<file path="config.mk">
export PLATFORM = sky130hd
export DESIGN_NAME = matrix_loader
export DESIGN_NICKNAME = d
export VERILOG_FILES = /design/src/rtl/matrix_pkg.sv /design/src/rtl/matrix_index_gen.sv /design/src/rtl/matrix_loader.sv
export SDC_FILE = /design/constraint.sdc
export NUM_CORES = 1
export LEC_CHECK = 0
export BUFFER_PORTS_ARGS = -buffer_cell sky130_fd_sc_hd__buf_2
export CORE_ASPECT_RATIO = 1.2
export CORE_MARGIN = 2
export CORE_UTILIZATION = 40
export DETAILED_ROUTE_END_ITERATION = 10
export PLACE_DENSITY_LB_ADDON = 0.3
export SLEW_MARGIN = 20
export SYNTH_ARGS = -nofsm -noshare
export SYNTH_HDL_FRONTEND = slang
export SYNTH_SLANG_ARGS = --single-unit
export TNS_END_PERCENT = 20
</file>
<file path="constraint.sdc">
create_clock -name clk -period 3.5 [get_ports clk]
set_clock_uncertainty 0.05 [all_clocks]
set_input_delay 0.175 -clock clk [delete_from_list [all_inputs] [get_ports clk]]
set_output_delay 0.175 -clock clk [all_outputs]
set_load 0.05 [all_outputs]
</file>
<file path="src/rtl/matrix_pkg.sv">
// rtl/matrix_pkg.sv - shared constants, size codes and loader state for the matrix loader
package matrix_pkg;

    localparam int ELEM_W = 8;
    localparam int MAX_N  = 5;
    localparam int BUS_W  = ELEM_W * MAX_N * MAX_N;

    localparam logic [7:0] SIZE_2X2 = 8'd2;
    localparam logic [7:0] SIZE_3X3 = 8'd3;
    localparam logic [7:0] SIZE_4X4 = 8'd4;
    localparam logic [7:0] SIZE_5X5 = 8'd5;

    typedef enum logic [1:0] {
        IDLE = 2'd0,
        LOAD = 2'd1,
        HOLD = 2'd2
    } loader_state_t;

    function automatic logic is_legal_size(input logic [7:0] s);
        return (s >= SIZE_2X2) && (s <= SIZE_5X5);
    endfunction

endpackage

</file>
<file path="src/rtl/matrix_index_gen.sv">
// rtl/matrix_index_gen.sv - element counter and buffer byte index for the matrix loader
// MATRIX_LOADER_TRANSPOSE_EN selects column-major input (element c*N+r lands at byte r*N+c).
module matrix_index_gen
    import matrix_pkg::*;
(
    input  logic       clk,
    input  logic       reset_n,
    input  logic       clear,
    input  logic       advance,
    input  logic [2:0] size,
    output logic [4:0] idx,
    output logic       last
);

    logic [4:0] count;
    logic [4:0] total;

    assign last = (count == total - 5'd1);

    always_ff @(posedge clk or negedge reset_n) begin
        if (!reset_n) begin
            count <= '0;
            total <= '0;
        end else if (clear) begin
            count <= '0;
            total <= {2'b00, size} * {2'b00, size};
        end else if (advance) begin
            // Rewind after the final element so the counter never reaches N*N
            count <= last ? 5'd0 : count + 5'd1;
        end
    end

`ifdef MATRIX_LOADER_TRANSPOSE_EN
    logic [2:0] n;
    logic [2:0] row;
    logic [2:0] col;

    // Rows advance fastest because input arrives one column at a time
    always_ff @(posedge clk or negedge reset_n) begin
        if (!reset_n) begin
            n   <= '0;
            row <= '0;
            col <= '0;
        end else if (clear) begin
            n   <= size;
            row <= '0;
            col <= '0;
        end else if (advance) begin
            if (last) begin
                row <= '0;
                col <= '0;
            end else if (row == n - 3'd1) begin
                row <= '0;
                col <= col + 3'd1;
            end else begin
                row <= row + 3'd1;
            end
        end
    end

    assign idx = {2'b00, row} * {2'b00, n} + {2'b00, col};
`else
    assign idx = count;
`endif

endmodule

</file>
<file path="src/rtl/matrix_loader.sv">
// rtl/matrix_loader.sv - assembles a streamed NxN matrix into the packed determinant bus
// MATRIX_LOADER_TRANSPOSE_EN (in matrix_index_gen) switches to column-major input.
module matrix_loader
    import matrix_pkg::*;
(
    input  logic              clk,
    input  logic              reset_n,
    input  logic              start,
    input  logic [7:0]        tamanho_in,
    input  logic              elem_valid,
    input  logic [ELEM_W-1:0] elem_data,
    output logic              elem_ready,
    output logic [BUS_W-1:0]  matriz_out,
    output logic [7:0]        tamanho_out,
    output logic              out_valid,
    input  logic              out_ready,
    output logic              busy,
    output logic              size_err
);

    loader_state_t    state;
    loader_state_t    state_next;
    logic [BUS_W-1:0] buffer;
    logic [BUS_W-1:0] buffer_next;
    logic [7:0]       size_reg;
    logic [4:0]       idx;
    logic             last;
    logic             start_ok;
    logic             start_bad;
    logic             accept;
    logic             finish;
    logic             release_mat;

    matrix_index_gen u_index_gen (
        .clk     (clk),
        .reset_n (reset_n),
        .clear   (start_ok),
        .advance (accept),
        .size    (tamanho_in[2:0]),
        .idx     (idx),
        .last    (last)
    );

    // start outranks a same-cycle element in LOAD; HOLD only listens to out_ready
    always_comb begin
        state_next  = state;
        buffer_next = buffer;
        start_ok    = 1'b0;
        start_bad   = 1'b0;
        accept      = 1'b0;
        finish      = 1'b0;
        release_mat = 1'b0;
        case (state)
            IDLE, LOAD: begin
                if (start) begin
                    if (is_legal_size(tamanho_in)) begin
                        start_ok    = 1'b1;
                        buffer_next = '0;
                        state_next  = LOAD;
                    end else begin
                        start_bad  = 1'b1;
                        state_next = IDLE;
                    end
                end else if (state == LOAD && elem_valid && elem_ready) begin
                    accept = 1'b1;
                    buffer_next[idx*ELEM_W +: ELEM_W] = elem_data;
                    if (last) begin
                        finish     = 1'b1;
                        state_next = HOLD;
                    end
                end
            end
            HOLD: begin
                if (out_ready) begin
                    release_mat = 1'b1;
                    state_next  = IDLE;
                end
            end
            default: state_next = IDLE;
        endcase
    end

    always_ff @(posedge clk or negedge reset_n) begin
        if (!reset_n) begin
            state <= IDLE;
        end else begin
            state <= state_next;
        end
    end

    always_ff @(posedge clk or negedge reset_n) begin
        if (!reset_n) begin
            buffer      <= '0;
            size_reg    <= '0;
            elem_ready  <= 1'b0;
            busy        <= 1'b0;
            size_err    <= 1'b0;
            matriz_out  <= '0;
            tamanho_out <= '0;
            out_valid   <= 1'b0;
        end else begin
            buffer     <= buffer_next;
            elem_ready <= (state_next == LOAD);
            busy       <= (state_next != IDLE);
            if (start_ok) begin
                size_reg <= tamanho_in;
                size_err <= 1'b0;
            end
            if (start_bad) begin
                size_err <= 1'b1;
            end
            // The final element goes straight into the published bus on the same edge
            if (finish) begin
                matriz_out  <= buffer_next;
                tamanho_out <= size_reg;
                out_valid   <= 1'b1;
            end
            if (release_mat) begin
                out_valid <= 1'b0;
            end
        end
    end

endmodule

</file>
==> impl_metrics.ini, run 1 <==
[run_status]
outcome = completed

[critical_path]
end_kind = flop
crit_required_ns = 3.95
worst_path_max_delay_cell = a41oi_1
path_max_fanout = 12
path_buf_inv = 3
cpPeakStageDelay_ns = 0.70
cp.arrival_ns = 3.65
cp-start-kind = flop
crit_chain = inv_1, ha_1, nor3b_1, ha_1, inv_1, and4_1, buf_4, a41oi_1, o21ai_0, a31oi_1
path_class = reg -> reg
critPathTopFamily = compound AO/OA/AOI/OAI gates

[layout]
reg_top3 = buffer: 200 flops, matriz_out: 200 flops, tamanho_out: 8 flops
drive_above_1_share = 0.2913
fillCellCount = 4244
final_common_cell = dfrtp_1
finalNetCount = 1925
mostFrequentLayoutCells = 430 x dfrtp_1, 231 x buf_2, 203 x nand2_1
syn2layout_area_growth_pct = 20.59
ff_latch_area_mm2 = 0.01076
stdcell_count = 2549
multi_input_area_mm2 = 0.007273

[power_and_ir_drop]
leakage_nw = 11.35
switching_share = 0.2569
vdd_drop_max_uv = 389.8
power_density_mw_per_mm2 = 496.8
switching_power_mw = 2.877
p_int_mw = 8.321
pwr-share-seq = 0.447
comb_power_share = 0.101
p_clk_frac = 0.452

[synth]
synthesis.nets = 1689
ys.flop_type = dfrtp_1
synth_area_mm2 = 0.01869
synth_area_per_cell_um2 = 11.24
synthDistinctLibCells = 62
synth-edff-count = 0
syn_inst = 1663
async_flop_share = 1.000
yosysSeqAreaShare = 0.5757
ys_ff_latch = 430
yosysWarningCount = 0

[clocking]
post-cts-setup-buffers = 0
path_clk_slew_ns = 0.06
clockBufferDepth = 3
cts_resized = 0
root_buffer = clkbuf_16
clk_latency_ns = 0.59
htree_levels = 2
cts_sinks = 430
cts_hold_buf = 9
cts_tree = built
cts_made_buffers = 44

[floorplan]
die_w_um = 201.3
start_util = 0.4059
die-area_mm2 = 0.04848
rows = 86
core_area_mm2 = 0.04605
pin_count = 233
die_h_um = 240.8

[drt]
wl_per_cell_um = 23.42
antenna_left = 0
drc = 0
drt-vias-per-instance = 5.849
vias = 14910
wirelength_mm = 59.69
first_iter_violations = 1191
dr.pass1.iters = 5

[sta]
fin_crit_sh = 0.9130
min_period_ns = 3.196
setup_violations = 0
tns_ns = 0
fmax_mhz = 312.9
rsz0062_at_grt = no
hold_viol = 0
drv_slew = 0
max-slew-margin-rel = 0.4212
worst_pin_slew_ns = 0.8569

[global_route]
grt_pass1_vias = 14830
grt_max_degree = 103
grt_pass1_wl_mm = 91.48
antenna_found_initial = 4
grt_overflow = 0
grt_usage = 0.2463

[flow_run]
max_cap_violations = 0

[placed_design]
gp_congestion = 0.9178
dp_cells = 2460
io_buffers = 232
dpl.hpwl_mm = 40.82

[worst_hold_path]
min_path_type = in -> reg
-- worst min-delay path: stages --
cell,delay [ns]
buf_2,0.12
nor4b_2,0.07
buf_4,0.17
nor2_1,0.10
-- power by group through the flow --
stage / registers, mW / clock network, mW / logic [mW]
6_report: 5.00 / 5.07 / 1.13
5_1_grt: 5.00 / 5.36 / 1.20
4_1_cts: 5.00 / 5.16 / 1.11
3_5_place_dp: 5.09 / 0 / 1.10
3_3_place_gp: 5.09 / 0 / 1.09
2_1_floorplan: 5.09 / 0 / 0.563
-- logic make-up after synthesis --
family | share of synthesized area
XOR/XNOR | 0.004954
AO/OA/AOI/OAI | 0.1931
adder cells (fa/ha/maj) | 0.003347
flip-flops | 0.5757
buffers and inverters | 0.03722
multiplexers | 0.07142
AND/OR/NAND/NOR | 0.1143
-- synthesized netlist by cell type (17+ instances only) --
| library cell | n | area [um^2] |
|---|---|---|
| clkbuf_1 | 70 | 262.8 |
| a31oi_1 | 53 | 331.6 |
| o21ai_0 | 44 | 220.2 |
| nand3_1 | 73 | 365.4 |
| a31o_2 | 77 | 674.4 |
| mux2i_1 | 36 | 360.4 |
| mux2_2 | 51 | 574.3 |
| nand2_1 | 204 | 765.7 |
| o2bb2ai_1 | 58 | 508.0 |
| a22o_1 | 35 | 306.5 |
| a21oi_1 | 17 | 85.08 |
| buf_2 | 67 | 335.3 |
| dfrtp_1 | 430 | 10760 |
| o31ai_1 | 148 | 1111 |
| nor3_1 | 19 | 95.09 |
| nor2_1 | 69 | 259.0 |
-- per-layer routing --
layer / part of all wire / routed length [um] / track usage / vias up
met5: 0 / 0 / 0 / -
met4: 0.045 / 2659 / 0.1199 / 0
met3: 0.068 / 4059 / 0.04429 / 136
met2: 0.48 / 28440 / 0.3978 / 570
met1: 0.41 / 24540 / 0.3226 / 7570
li1: - / - / - / 6634
-- final cells by class --
class                           count  area share
Tap cell                          616     0.03419
Sequential cell                   430      0.4774
Timing Repair Buffer              335     0.09392
Clock inverter                     16     0.01210
Antenna cell                        4   0.0004441
Inverter                           14    0.002331
Multi-Input combinational cell   1074      0.3227
Clock buffer                       60     0.05695
-- path summary, 6_finish.rpt --
path	slack [ns]	start	cells after the start	endpoint
setup / recovery	0.30	u_index_gen.idx[1]$_DFFE_PN0P_	10	matriz_out[49]$_DFFE_PN0P_
hold / removal	0.04	tamanho_in[3]	4	size_err$_DFFE_PN0P_
setup reg to reg	0.30	u_index_gen.idx[1]$_DFFE_PN0P_	10	matriz_out[49]$_DFFE_PN0P_
hold reg to reg	0.41	tamanho_out[3]$_DFFE_PN0P_	2	tamanho_out[3]$_DFFE_PN0P_
max in group asynchronous	2.24	reset_n	3	buffer[143]$_DFF_PN0_
min in group asynchronous	0.23	reset_n	2	buffer[3]$_DFF_PN0_
-- metrics by stage --
| stage | instance area (um^2) | worst slack (ns) | util | hold slack, ns | total power [mW] |
|---|---|---|---|---|---|
| after detailed placement | 20870 | 0.4005 | 0.4532 | 0.2766 | 6.196 |
| after CTS | 22520 | 0.3415 | 0.4890 | 0.01019 | 11.28 |
| after global placement | 20870 | 0.3410 | 0.4531 | 0.2630 | 6.185 |
| after floorplan | 18690 | 0.1654 | - | -0.1706 | 5.653 |
| final | 22540 | 0.3043 | 0.4894 | 0.04491 | 11.20 |
| after global routing | 22540 | 0.1046 | 0.4894 | 0.04607 | 11.57 |
No activity file was read; power rests on OpenSTA's default activity.
==> run 2, diff against run 1 <==
- BUFFER_PORTS_ARGS: -buffer_cell sky130_fd_sc_hd__buf_2 -> unset
- DONT_BUFFER_PORTS: unset -> 1
- GPL_TIMING_DRIVEN: unset -> 0
==> impl_metrics.ini, run 2 (synthesis gave the netlist of run 1 again) <==
[floorplan]
die_h_um = 240.8
start_util = 0.4059
core_area_mm2 = 0.04605
rows = 86
die-area_mm2 = 0.04848
pin_count = 233
die_w_um = 201.3

[sta]
max-slew-margin-rel = 0.03493
worst_pin_slew_ns = 1.448
fmax_mhz = 289.9
hold_viol = 430
rsz0062_at_grt = no
holdWs_ns = -0.7143
min_period_ns = 3.449
setup_violations = 0
drv_slew = 0
fin_crit_sh = 0.9854
tns_ns = 0

[critical_path]
r2r_cells = 11
endpoint = matriz_out[137]$_DFFE_PN0P_
cp.arrival_ns = 3.86
r2r-start = u_index_gen.idx[0]$_DFFE_PN0P_
path_class = reg -> reg
r2r_setup_slack_ns = 0.05
r2r-end = matriz_out[137]$_DFFE_PN0P_
critPathLaunch = u_index_gen.idx[0]$_DFFE_PN0P_
path_max_fanout = 10
end_kind = flop
crit_required_ns = 3.91
cp-start-kind = flop

[power_and_ir_drop]
fin_total_pwr_mw = 10.92
p_clk_frac = 0.451
vdd_drop_max_uv = 458.6
switching_share = 0.2630
p_int_mw = 8.051
comb_power_share = 0.091
leakage_nw = 10.03
power_density_mw_per_mm2 = 511.6
switching_power_mw = 2.873
pwr-share-seq = 0.458

[layout]
syn2layout_area_growth_pct = 14.23
mostFrequentLayoutCells = 428 x dfrtp_1, 204 x nand2_1, 148 x o31ai_1
fillCellCount = 4357
finalNetCount = 1762
final_common_cell = dfrtp_1
utilization = 0.4636
drive_above_1_share = 0.1935
antenna_cells = 0
stdcell_count = 2383
reg_top3 = buffer: 200 flops, matriz_out: 200 flops, tamanho_out: 8 flops

[clocking]
cts_hold_buf = 17
clk_latency_ns = 0.59
path_clk_slew_ns = 0.06
clockBufferDepth = 3
htree_levels = 2
cts_sinks = 430
root_buffer = clkbuf_16
cts_tree = built
cts_made_buffers = 45

[drt]
wirelength_mm = 63.31
antenna_left = 0
wl_per_cell_um = 26.57
drc = 0
vias = 14390
first_iter_violations = 1188
dr.pass1.iters = 6
drt-vias-per-instance = 6.040

[global_route]
grt_pass1_vias = 14530
grt_max_degree = 431
antenna_found_initial = 0
grt_usage = 0.2590
grt_overflow = 0
grt_pass1_wl_mm = 94.40

[placed_design]
io_buffers = 0
gp_congestion = 0.9399
dp_cells = 2279
dpl.hpwl_mm = 44.27

[run_status]
violations = hold timing
outcome = finished with violations

[flow_run]
max_cap_violations = 0

[worst_hold_path]
min_path_type = in -> async
run 2: changes by cell type in the layout (fill, tap and decap cells not counted), moves of 4 or more:
cell	previous run	this run
dlygate4sd3_1	9	17
buf_4	82	11
diode_2	4	0
clkbuf_1	6	69
clkbuf_2	0	6
buf_1	0	5
nor3_2	0	4
nor3_1	19	15
buf_12	12	0
buf_2	231	68
run 2: layout make-up:
type	count	area [um^2]	area share
Clock inverter	16	210.2	0.009845
Inverter	14	52.55	0.002461
Timing Repair Buffer	27	245.2	0.01149
Buffer	144	651.9	0.03053
Sequential cell	430	10760	0.5041
Tap cell	616	770.7	0.03610
Clock buffer	62	1290	0.06042
Multi-Input combinational cell	1074	7368	0.3451
run 2: layer usage:
metal	routed length, um	vias to the layer above	track usage
met5	0	-	0
met4	3567	0	0.1404
met3	5462	167	0.07332
met2	29590	607	0.4180
met1	24690	7286	0.3161
li1	-	6333	-
run 2: repair_timing:
item | 4_1_cts | 5_1_grt
setup buffers | 4 | 6
setup endpoints to repair | 383 | 249
hold endpoints to repair | 470 | 430
pin swaps | 1 | 3
resized for setup | 31 | 8
run 2: per-stage QoR:
stage / worst slack (ns) / area (um^2)
after floorplan: 0.1654 / 18690
after global placement: -0.6914 / 19460
after detailed placement: -0.6871 / 19460
after CTS: 0.004960 / 21280
after global routing: 0.001664 / 21350
final: 0.05108 / 21350
run 2: power groups by stage:
stage	clock, mW	sequential (mW)	combinational, mW
finish	4.92	5.00	0.997
global route	5.19	5.00	1.05
CTS	5.00	5.00	0.957
detailed placement	0	5.09	0.905
global placement	0	5.09	0.908
floorplan	0	5.09	0.563
run 2: critical path, cell delays in order, from the launching register on:
cell and delay, ns:
dfrtp_2 0.43, buf_4 0.20, inv_1 0.06, ha_1 0.27, nor3b_2 0.20, ha_1 0.25
or4_1 0.53, buf_2 0.21, or3_1 0.44, buf_6 0.19, mux2i_2 0.18, mux2_1 0.33
run 2: how the worst min path moves through the flow:
stage | startpoint | end | cells after the start
after floorplan | reset_n | buffer[0]$_DFF_PN0_ | 0
after detailed placement | reset_n | matriz_out[48]$_DFFE_PN0P_ | 0
after CTS | reset_n | u_index_gen.idx[3]$_DFFE_PN0P_ | 0
after global placement | reset_n | matriz_out[53]$_DFFE_PN0P_ | 0
after global routing | reset_n | tamanho_out[7]$_DFFE_PN0P_ | 0
final | reset_n | tamanho_out[7]$_DFFE_PN0P_ | 0
